--- config.mk ---
export PLATFORM = sky130hd
export DESIGN_NAME = id_ex_stage
export DESIGN_NICKNAME = d
export VERILOG_FILES = /design/src/rtl/id_ex_stage.sv
export SDC_FILE = /design/constraint.sdc
export NUM_CORES = 1
export LEC_CHECK = 0
export ABC_AREA = 1
export CAP_MARGIN = 20
export CORE_AREA = 8 8 181 183
export CTS_CLUSTER_SIZE = 40
export DETAILED_ROUTE_END_ITERATION = 8
export DIE_AREA = 0 0 189 191
export RECOVER_POWER = 50
export SLEW_MARGIN = 30
export SYNTH_ARGS = -nofsm -noshare
export SYNTH_HDL_FRONTEND = slang
export SYNTH_SLANG_ARGS = --single-unit
--- constraint.sdc ---
create_clock -name clk -period 4.63 [get_ports clk]
set_clock_uncertainty 0.15 [all_clocks]
set_input_delay 0.926 -clock clk [delete_from_list [all_inputs] [get_ports clk]]
set_output_delay 0.926 -clock clk [all_outputs]
set_load 0.02 [all_outputs]
--- src/rtl/id_ex_stage.sv ---
// ID/EX pipeline register for the 5-stage RV32I pipeline: load-use bubble, EX hold, flush, WB bypass.
// Define ID_EX_STALL_CNT_EN to add saturating lu_stall_count / ex_hold_count outputs.
package rv32i_types;
  typedef enum logic [6:0] {
    op_lui   = 7'b0110111,
    op_auipc = 7'b0010111,
    op_jal   = 7'b1101111,
    op_jalr  = 7'b1100111,
    op_br    = 7'b1100011,
    op_load  = 7'b0000011,
    op_store = 7'b0100011,
    op_imm   = 7'b0010011,
    op_reg   = 7'b0110011,
    op_csr   = 7'b1110011
  } rv32i_opcode;

  typedef struct packed {
    rv32i_opcode opcode;
    logic [2:0]  aluop;
    logic [2:0]  funct3;
    logic        alu_imm;
    logic        load_regfile;
    logic        mem_read;
    logic        mem_write;
  } rv32i_control_word;
endpackage

module id_ex_stage
  import rv32i_types::*;
#(
  parameter int unsigned XLEN = 32
) (
  input  logic              clk,
  input  logic              rst,
  input  logic              id_valid,
  input  logic [XLEN-1:0]   id_pc,
  input  logic [31:0]       id_instr,
  input  rv32i_control_word id_ctrl,
  input  logic [XLEN-1:0]   id_rs1_data,
  input  logic [XLEN-1:0]   id_rs2_data,
  input  logic              ex_ready,
  input  logic              flush,
  input  logic              wb_load_regfile,
  input  logic [4:0]        wb_rd,
  input  logic [XLEN-1:0]   wb_data,
  output logic              id_stall,
  output logic              ex_valid,
  output logic [XLEN-1:0]   ex_pc,
  output rv32i_control_word ex_ctrl,
  output logic [XLEN-1:0]   ex_rs1_data,
  output logic [XLEN-1:0]   ex_rs2_data,
  output logic [4:0]        ex_rs1,
  output logic [4:0]        ex_rs2,
  output logic [4:0]        ex_rd,
  output logic [XLEN-1:0]   ex_i_imm,
  output logic [XLEN-1:0]   ex_s_imm,
  output logic [XLEN-1:0]   ex_b_imm,
  output logic [XLEN-1:0]   ex_u_imm,
  output logic [XLEN-1:0]   ex_j_imm
`ifdef ID_EX_STALL_CNT_EN
  ,
  output logic [31:0]       lu_stall_count,
  output logic [31:0]       ex_hold_count
`endif
);

  logic [6:0]      opcode;
  logic [4:0]      rs1_idx, rs2_idx, rd_idx;
  logic            uses_rs1, uses_rs2, hazard;
  logic [XLEN-1:0] rs1_fwd, rs2_fwd;
  logic [XLEN-1:0] i_imm, s_imm, b_imm, u_imm, j_imm;

  assign opcode  = id_instr[6:0];
  assign rs1_idx = id_instr[19:15];
  assign rs2_idx = id_instr[24:20];
  assign rd_idx  = id_instr[11:7];

  always_comb begin
    uses_rs1 = !(opcode inside {op_lui, op_auipc, op_jal});
    uses_rs2 = opcode inside {op_br, op_store, op_reg};
    hazard   = ex_valid && ex_ctrl.mem_read && (ex_rd != 5'd0) && id_valid &&
               ((uses_rs1 && (ex_rd == rs1_idx)) || (uses_rs2 && (ex_rd == rs2_idx)));
    id_stall = !flush && (!ex_ready || hazard);
  end

  // Same-cycle WB write is not yet visible in the register file read; x0 never bypassed.
  always_comb begin
    rs1_fwd = id_rs1_data;
    rs2_fwd = id_rs2_data;
    if (wb_load_regfile && (wb_rd != 5'd0) && (wb_rd == rs1_idx)) rs1_fwd = wb_data;
    if (wb_load_regfile && (wb_rd != 5'd0) && (wb_rd == rs2_idx)) rs2_fwd = wb_data;
  end

  assign i_imm = {{(XLEN-12){id_instr[31]}}, id_instr[31:20]};
  assign s_imm = {{(XLEN-12){id_instr[31]}}, id_instr[31:25], id_instr[11:7]};
  assign b_imm = {{(XLEN-12){id_instr[31]}}, id_instr[7], id_instr[30:25], id_instr[11:8], 1'b0};
  assign u_imm = {id_instr[31:12], 12'b0};
  assign j_imm = {{(XLEN-20){id_instr[31]}}, id_instr[19:12], id_instr[20], id_instr[30:21], 1'b0};

  always_ff @(posedge clk or negedge rst) begin
    if (!rst) begin
      ex_valid    <= 1'b0;
      ex_pc       <= '0;
      ex_ctrl     <= '0;
      ex_rs1_data <= '0;
      ex_rs2_data <= '0;
      ex_rs1      <= '0;
      ex_rs2      <= '0;
      ex_rd       <= '0;
      ex_i_imm    <= '0;
      ex_s_imm    <= '0;
      ex_b_imm    <= '0;
      ex_u_imm    <= '0;
      ex_j_imm    <= '0;
    end else if (flush) begin
      ex_valid <= 1'b0;
      ex_ctrl  <= '0;
    end else if (!ex_ready) begin
      ex_valid <= ex_valid;
    end else if (hazard) begin
      ex_valid <= 1'b0;
      ex_ctrl  <= '0;
    end else begin
      ex_valid    <= id_valid;
      ex_ctrl     <= id_valid ? id_ctrl : '0;
      ex_pc       <= id_pc;
      ex_rs1_data <= rs1_fwd;
      ex_rs2_data <= rs2_fwd;
      ex_rs1      <= rs1_idx;
      ex_rs2      <= rs2_idx;
      ex_rd       <= rd_idx;
      ex_i_imm    <= i_imm;
      ex_s_imm    <= s_imm;
      ex_b_imm    <= b_imm;
      ex_u_imm    <= u_imm;
      ex_j_imm    <= j_imm;
    end
  end

`ifdef ID_EX_STALL_CNT_EN
  always_ff @(posedge clk or negedge rst) begin
    if (!rst) begin
      lu_stall_count <= '0;
      ex_hold_count  <= '0;
    end else begin
      if (!flush && ex_ready && hazard && (lu_stall_count != '1))
        lu_stall_count <= lu_stall_count + 32'd1;
      if (!flush && !ex_ready && (ex_hold_count != '1))
        ex_hold_count <= ex_hold_count + 32'd1;
    end
  end
`endif

endmodule
==> results of run 1 <==
per-layer routing:
| layer | up-vias | wire length (µm) | global-route usage (%) |
|---|---|---|---|
| met5 | - | 0 | 0 |
| met4 | 0 | 1220 | 8.75 |
| met3 | 55 | 2990 | 5.98 |
| met2 | 373 | 17400 | 31.7 |
| met1 | 3953 | 13900 | 21.9 |
| li1 | 3973 | - | - |
worst max-delay path: stages:
cell             delay [ns]
clkdlybuf4s50_1        0.57
xnor2_1                0.17
nand2_1                0.10
nor2_1                 0.11
nand2_1                0.06
nand2_1                0.09
nand2_4                0.07
a21oi_1                0.13
clkdlybuf4s50_1        0.62
power breakdown:
| group | internal, mW | switching, mW |
|---|---|---|
| logic | 0.667 | 0.810 |
| registers | 1.35 | 0.126 |
| clock network | 0.710 | 0.625 |
| total | 2.73 | 1.56 |
synthesized netlist by cell type:
| master | number |
|---|---|
| a31oi_1 | 1 |
| nand3b_1 | 1 |
| nand4_1 | 138 |
| nand3_2 | 1 |
| conb_1 | 1 |
| a21oi_1 | 2 |
| xor2_1 | 6 |
| nand2_2 | 1 |
| nand2_1 | 455 |
| clkbuf_1 | 33 |
| buf_2 | 30 |
| buf_1 | 3 |
| buf_4 | 161 |
| nor2_2 | 2 |
| dfrtp_1 | 139 |
| xnor2_1 | 2 |
| inv_2 | 3 |
| inv_1 | 19 |
| o21ai_0 | 2 |
| nor2_1 | 15 |
| nand3_1 | 69 |
flip-flops by register name (all words and copies together), names as in the netlist:
register and cells:
ex_ctrl 17, ex_i_imm 8, ex_j_imm 4, ex_pc 32
ex_rd 4, ex_rs1 4, ex_rs1_data 32, ex_rs2 4
ex_rs2_data 32, ex_s_imm 1, ex_valid 1
path summary, 6_finish.rpt:
| kind | endpoint | slack, ns | cells after the start | startpoint |
|---|---|---|---|---|
| setup / recovery | id_stall | 0.70 | 9 | id_instr[23] |
| hold / removal | ex_pc[14]$_DFFE_PN0P_ | 0.31 | 2 | ex_pc[14]$_DFFE_PN0P_ |
| setup reg to reg | ex_rs2_data[2]$_DFFE_PN0P_ | 1.88 | 11 | ex_rd[3]$_DFFE_PN0P_ |
| hold reg to reg | ex_pc[14]$_DFFE_PN0P_ | 0.31 | 2 | ex_pc[14]$_DFFE_PN0P_ |
| max in group asynchronous | ex_i_imm[11]$_DFFE_PN0P_ | 2.00 | 1 | rst |
| min in group asynchronous | ex_ctrl[4]$_DFFE_PN0P_ | 0.86 | 1 | rst |
cell families (layout without fill, tap and decap cells):
group,Yosys count,in the layout,share of synthesized area [%]
flops,139,139,42.6
other cells,1,23,0.0459
compound gates,5,5,0.322
simple gates,682,682,36.9
buf+inv,249,530,19.3
xor+xnor,8,8,0.858
stage by stage:
step	util [%]	std cells	power, mW	cell area [µm²]
after floorplan	-	1097	2.35	8210
after global placement	40.0	1742	3.05	12000
after detailed placement	40.0	1742	3.06	12000
after CTS	41.9	1774	4.43	12600
after global routing	41.9	1783	4.52	12600
final	41.9	1783	4.29	12600
layout make-up:
class	instances	area share, %
diodes	9	0.179
clock buffers	18	3.41
repair buffers	476	37.8
flip-flops and latches	139	27.7
inverters	22	0.676
well taps	396	3.94
clock inverters	14	0.994
multi-input cells	709	25.3
==> flow_summary.json, run 1 <==
{
  "status": "complete, but fails checks",
  "violations": "max-capacitance violations, max-slew violations",
  "crit_path_start_kind": "primary input",
  "cts_resized": 0,
  "ctsHtreeMaxLevel": 4,
  "yosys-top-cells-area": "dfrtp_1 (43%), nand2_1 (21%), buf_4 (15%)",
  "mostFrequentLayoutCell": "nand2_1",
  "clock_sinks": 139,
  "rsz0062_at_grt": "no",
  "gp_congestion": 0.844,
  "vdd_ir_drop_max_uv": 159,
  "min_path_type": "register to register",
  "layout_common_cells": "nand2_1 (455), clkdlybuf4s50_1 (323), nand4_1 (138), dfrtp_1 (138), dlygate4sd3_1 (138)",
  "dp_hpwl_um": 25500,
  "start_util_pct": 27.2,
  "numPortBuffers": 463,
  "overflow": 0,
  "relSlewSlack_pct": -30.1,
  "layout_setup_ws_ns": 0.703,
  "multiInputGateArea_um2": 3190,
  "synth_area_um2": 8160,
  "die-width_um": 189,
  "antenna_found_initial": 9,
  "first_pass_iters": 4,
  "synth-seq-cells": 139,
  "drc": 0,
  "cp_max_fo": 4,
  "core_area_um2": 30000,
  "maxCapViolations": 1,
  "clkSlewWorstSetupHoldPaths_ns": 0.06,
  "vias": 8354,
  "routedWlPerCell_um": 20.0,
  "fin_hold_ws_ns": 0.313,
  "powerDensity_nw_per_um2": 341,
  "numCtsBuffers": 17,
  "synthCells": 1084,
  "ant_nets": 0,
  "synth_top_area_cell": "dfrtp_1",
  "grt_start_max_net_pins": 141,
  "post_cts_buffers": 0,
  "cts_max_path_buffers": 2,
  "cts.hold.buffers_added": 0,
  "layout.nets": 1553,
  "seq_area_um2": 3480,
  "root_buffer": "clkbuf_16",
  "drt_iter0_drc": 516,
  "via_per_inst": 4.69,
  "post-place-ws_ns": 0.726,
  "maxSlewViolCount": 71,
  "synth_top_cell_area_share_pct": 42.6,
  "die_h_um": 191,
  "drive_above_1_share_pct": 4.28,
  "fin_crit_sh_pct": 84.8,
  "grt_first_pass_wirelength_um": 53100,
  "min_period_ns": 3.93,
  "leakage_nw": 6.13,
  "dieArea_um2": 36100,
  "crit_path_end_kind": "primary output",
  "hold_violations": 0,
  "fmax_ghz": 0.255,
  "yosys.cell_types.count": 21,
  "grt_pass1_vias": 8600,
  "clk_latency_ns": 0.42,
  "nFillCells": 3073,
  "crit_arrival_ns": 2.85,
  "wirelength_um": 35600,
  "worst_pin_slew_ns": 1.95,
  "worstPathRequired_ns": 3.55,
  "crit_type": "primary input to primary output",
  "area.growth.synth_to_final_pct": 54.2,
  "cts_tree": "built",
  "ys_seq_area_share_pct": 42.6,
  "yosysWarningCount": 0,
  "io_pins": 478,
  "rows": 64,
  "grt.total_usage_pct": 18.9,
  "avgSynthCellArea_um2": 7.53,
  "tns_ns": 0,
  "finalSetupViolCount": 0
}
Note: power is estimated with default switching activity, not from simulation.
==> inputs of run 2 (changes only) <==
Clock period 4.63 ns to 3.34 ns, I/O delays scaled along.
==> flow_summary.json, run 2 (same netlist as run 1, synthesis figures left out) <==
{
  "dp_hpwl_um": 25800,
  "die_h_um": 191,
  "drt_iter0_drc": 573,
  "vias": 8361,
  "gp_congestion": 0.838,
  "slowest_delay_ns": 0.73,
  "fin_crit_sh_pct": 89.1,
  "numPortBuffers": 463,
  "relSlewSlack_pct": -29.0,
  "place_area_um2": 12200,
  "cp_max_fo": 61,
  "antenna_found_initial": 10,
  "numCtsBuffers": 17,
  "crit_start": "ex_i_imm[11]$_DFFE_PN0P_",
  "core_area_um2": 30000,
  "worst_pin_slew_ns": 1.94,
  "grt_first_pass_wirelength_um": 53500,
  "crit_type": "register to primary output",
  "worstPathCellList": "buf_4 -> clkdlybuf4s50_1",
  "ctsHtreeMaxLevel": 4,
  "post-place-ws_ns": -0.0131,
  "leakage_nw": 6.24,
  "clk_latency_ns": 0.42,
  "placedCellCount": 1756,
  "post_cts_buffers": 0,
  "cts_max_path_buffers": 2,
  "via_per_inst": 4.65,
  "mostFrequentLayoutCell": "nand2_1",
  "layout.nets": 1567,
  "rsz0062_at_grt": "no",
  "io_pins": 478,
  "grt.total_usage_pct": 18.9,
  "clkSlewWorstSetupHoldPaths_ns": 0.07,
  "crit_slowest_cell": "clkdlybuf4s50_1",
  "root_buffer": "clkbuf_16",
  "maxSlewViolCount": 66,
  "drive_above_1_share_pct": 5.10,
  "rr_startpoint": "ex_s_imm[4]$_DFFE_PN0P_",
  "vdd_ir_drop_max_uv": 287,
  "ant_nets": 0,
  "layout_common_cells": "nand2_1 (455), clkdlybuf4s50_1 (322), nand4_1 (138), dfrtp_1 (138), dlygate4sd3_1 (138)",
  "maxCapViolations": 1,
  "dieArea_um2": 36100,
  "start_util_pct": 27.2,
  "finalSetupViolCount": 0,
  "overflow": 0,
  "worstPathRequired_ns": 2.52,
  "violations": "max-capacitance violations, max-slew violations",
  "cts_tree": "built",
  "area.growth.synth_to_final_pct": 56.3,
  "routedWlPerCell_um": 19.9,
  "stdcell_count": 1799,
  "grt_pass1_vias": 8620,
  "tns_ns": 0,
  "die-width_um": 189,
  "min_from": "ex_pc[11]$_DFFE_PN0P_",
  "layout_setup_ws_ns": 0.365,
  "wirelength_um": 35700,
  "grt_start_max_net_pins": 141,
  "status": "complete, but fails checks",
  "clock_sinks": 139,
  "min_period_ns": 2.97,
  "crit_path_start_kind": "register",
  "drc": 0,
  "cts_resized": 0,
  "min_path_type": "register to register",
  "cts.hold.buffers_added": 0,
  "crit_path_end_kind": "primary output",
  "final_area_um2": 12800,
  "reg.largest.list": "ex_pc: 32 flops, ex_rs1_data: 32 flops, ex_rs2_data: 32 flops",
  "crit_arrival_ns": 2.16,
  "fmax_ghz": 0.336,
  "rows": 64,
  "hold_violations": 0,
  "first_pass_iters": 7,
  "powerDensity_nw_per_um2": 476,
  "fin_util_pct": 42.5
}
==> run 2: cell types whose count changed in the layout (fill, tap and decap cells not counted), moves of 2 or more <==
cell | before | now
buf_12 | 3 | 6
buf_4 | 11 | 19
clkbuf_8 | 0 | 3
diode_2 | 9 | 11
inv_8 | 3 | 1
==> run 2: worst max-delay path, delay by kind of cell (launching register included) <==
family,cells,cell delay (ns)
flip-flops,1,0.51
buffers and inverters,2,1.21
==> run 2: per-layer routing <==
metal  GRT usage [%]  vias up  wire length, µm
met1            21.5     3949            13600
met5               0        -                0
met3            5.78       40             3160
met4            8.21        0              992
li1                -     3987                -
met2            32.4      385            18000
==> run 2: final timing paths <==
path / to / slack, ns / depth (start not counted)
max: ex_i_imm[23] / 0.37 / 2
min: ex_pc[11]$_DFFE_PN0P_ / 0.31 / 2
max reg2reg: ex_pc[15]$_DFFE_PN0P_ / 0.66 / 13
min reg2reg: ex_pc[11]$_DFFE_PN0P_ / 0.31 / 2
max in group asynchronous: ex_rs2_data[18]$_DFFE_PN0P_ / 0.99 / 2
min in group asynchronous: ex_ctrl[6]$_DFFE_PN0P_ / 0.64 / 1
==> run 2: metrics by stage <==
stage	hold WS, ns	power [mW]
after floorplan	0.222	3.26
after global placement	0.305	4.24
after detailed placement	0.308	4.26
after CTS	0.147	6.26
after global routing	0.331	6.38
final	0.313	6.07
==> run 2: final cells by class <==
cell class / count / area, µm²
timing repair buffer: 490 / 4900
fill: 3051 / 17300
clock buffer: 20 / 467
clock inverter: 12 / 128
inverter: 22 / 85.1
tap: 396 / 495
sequential: 139 / 3480
multi-input combinational: 709 / 3180
antenna: 11 / 27.5
==> run 2: where the power goes <==
part           total, mW  leakage (nW)  switching [mW]  internal [mW]
combinational       2.09          4.20            1.15          0.941
sequential          2.03          1.74           0.155           1.88
clock               1.95         0.291           0.843           1.11
total               6.07          6.24            2.14           3.93
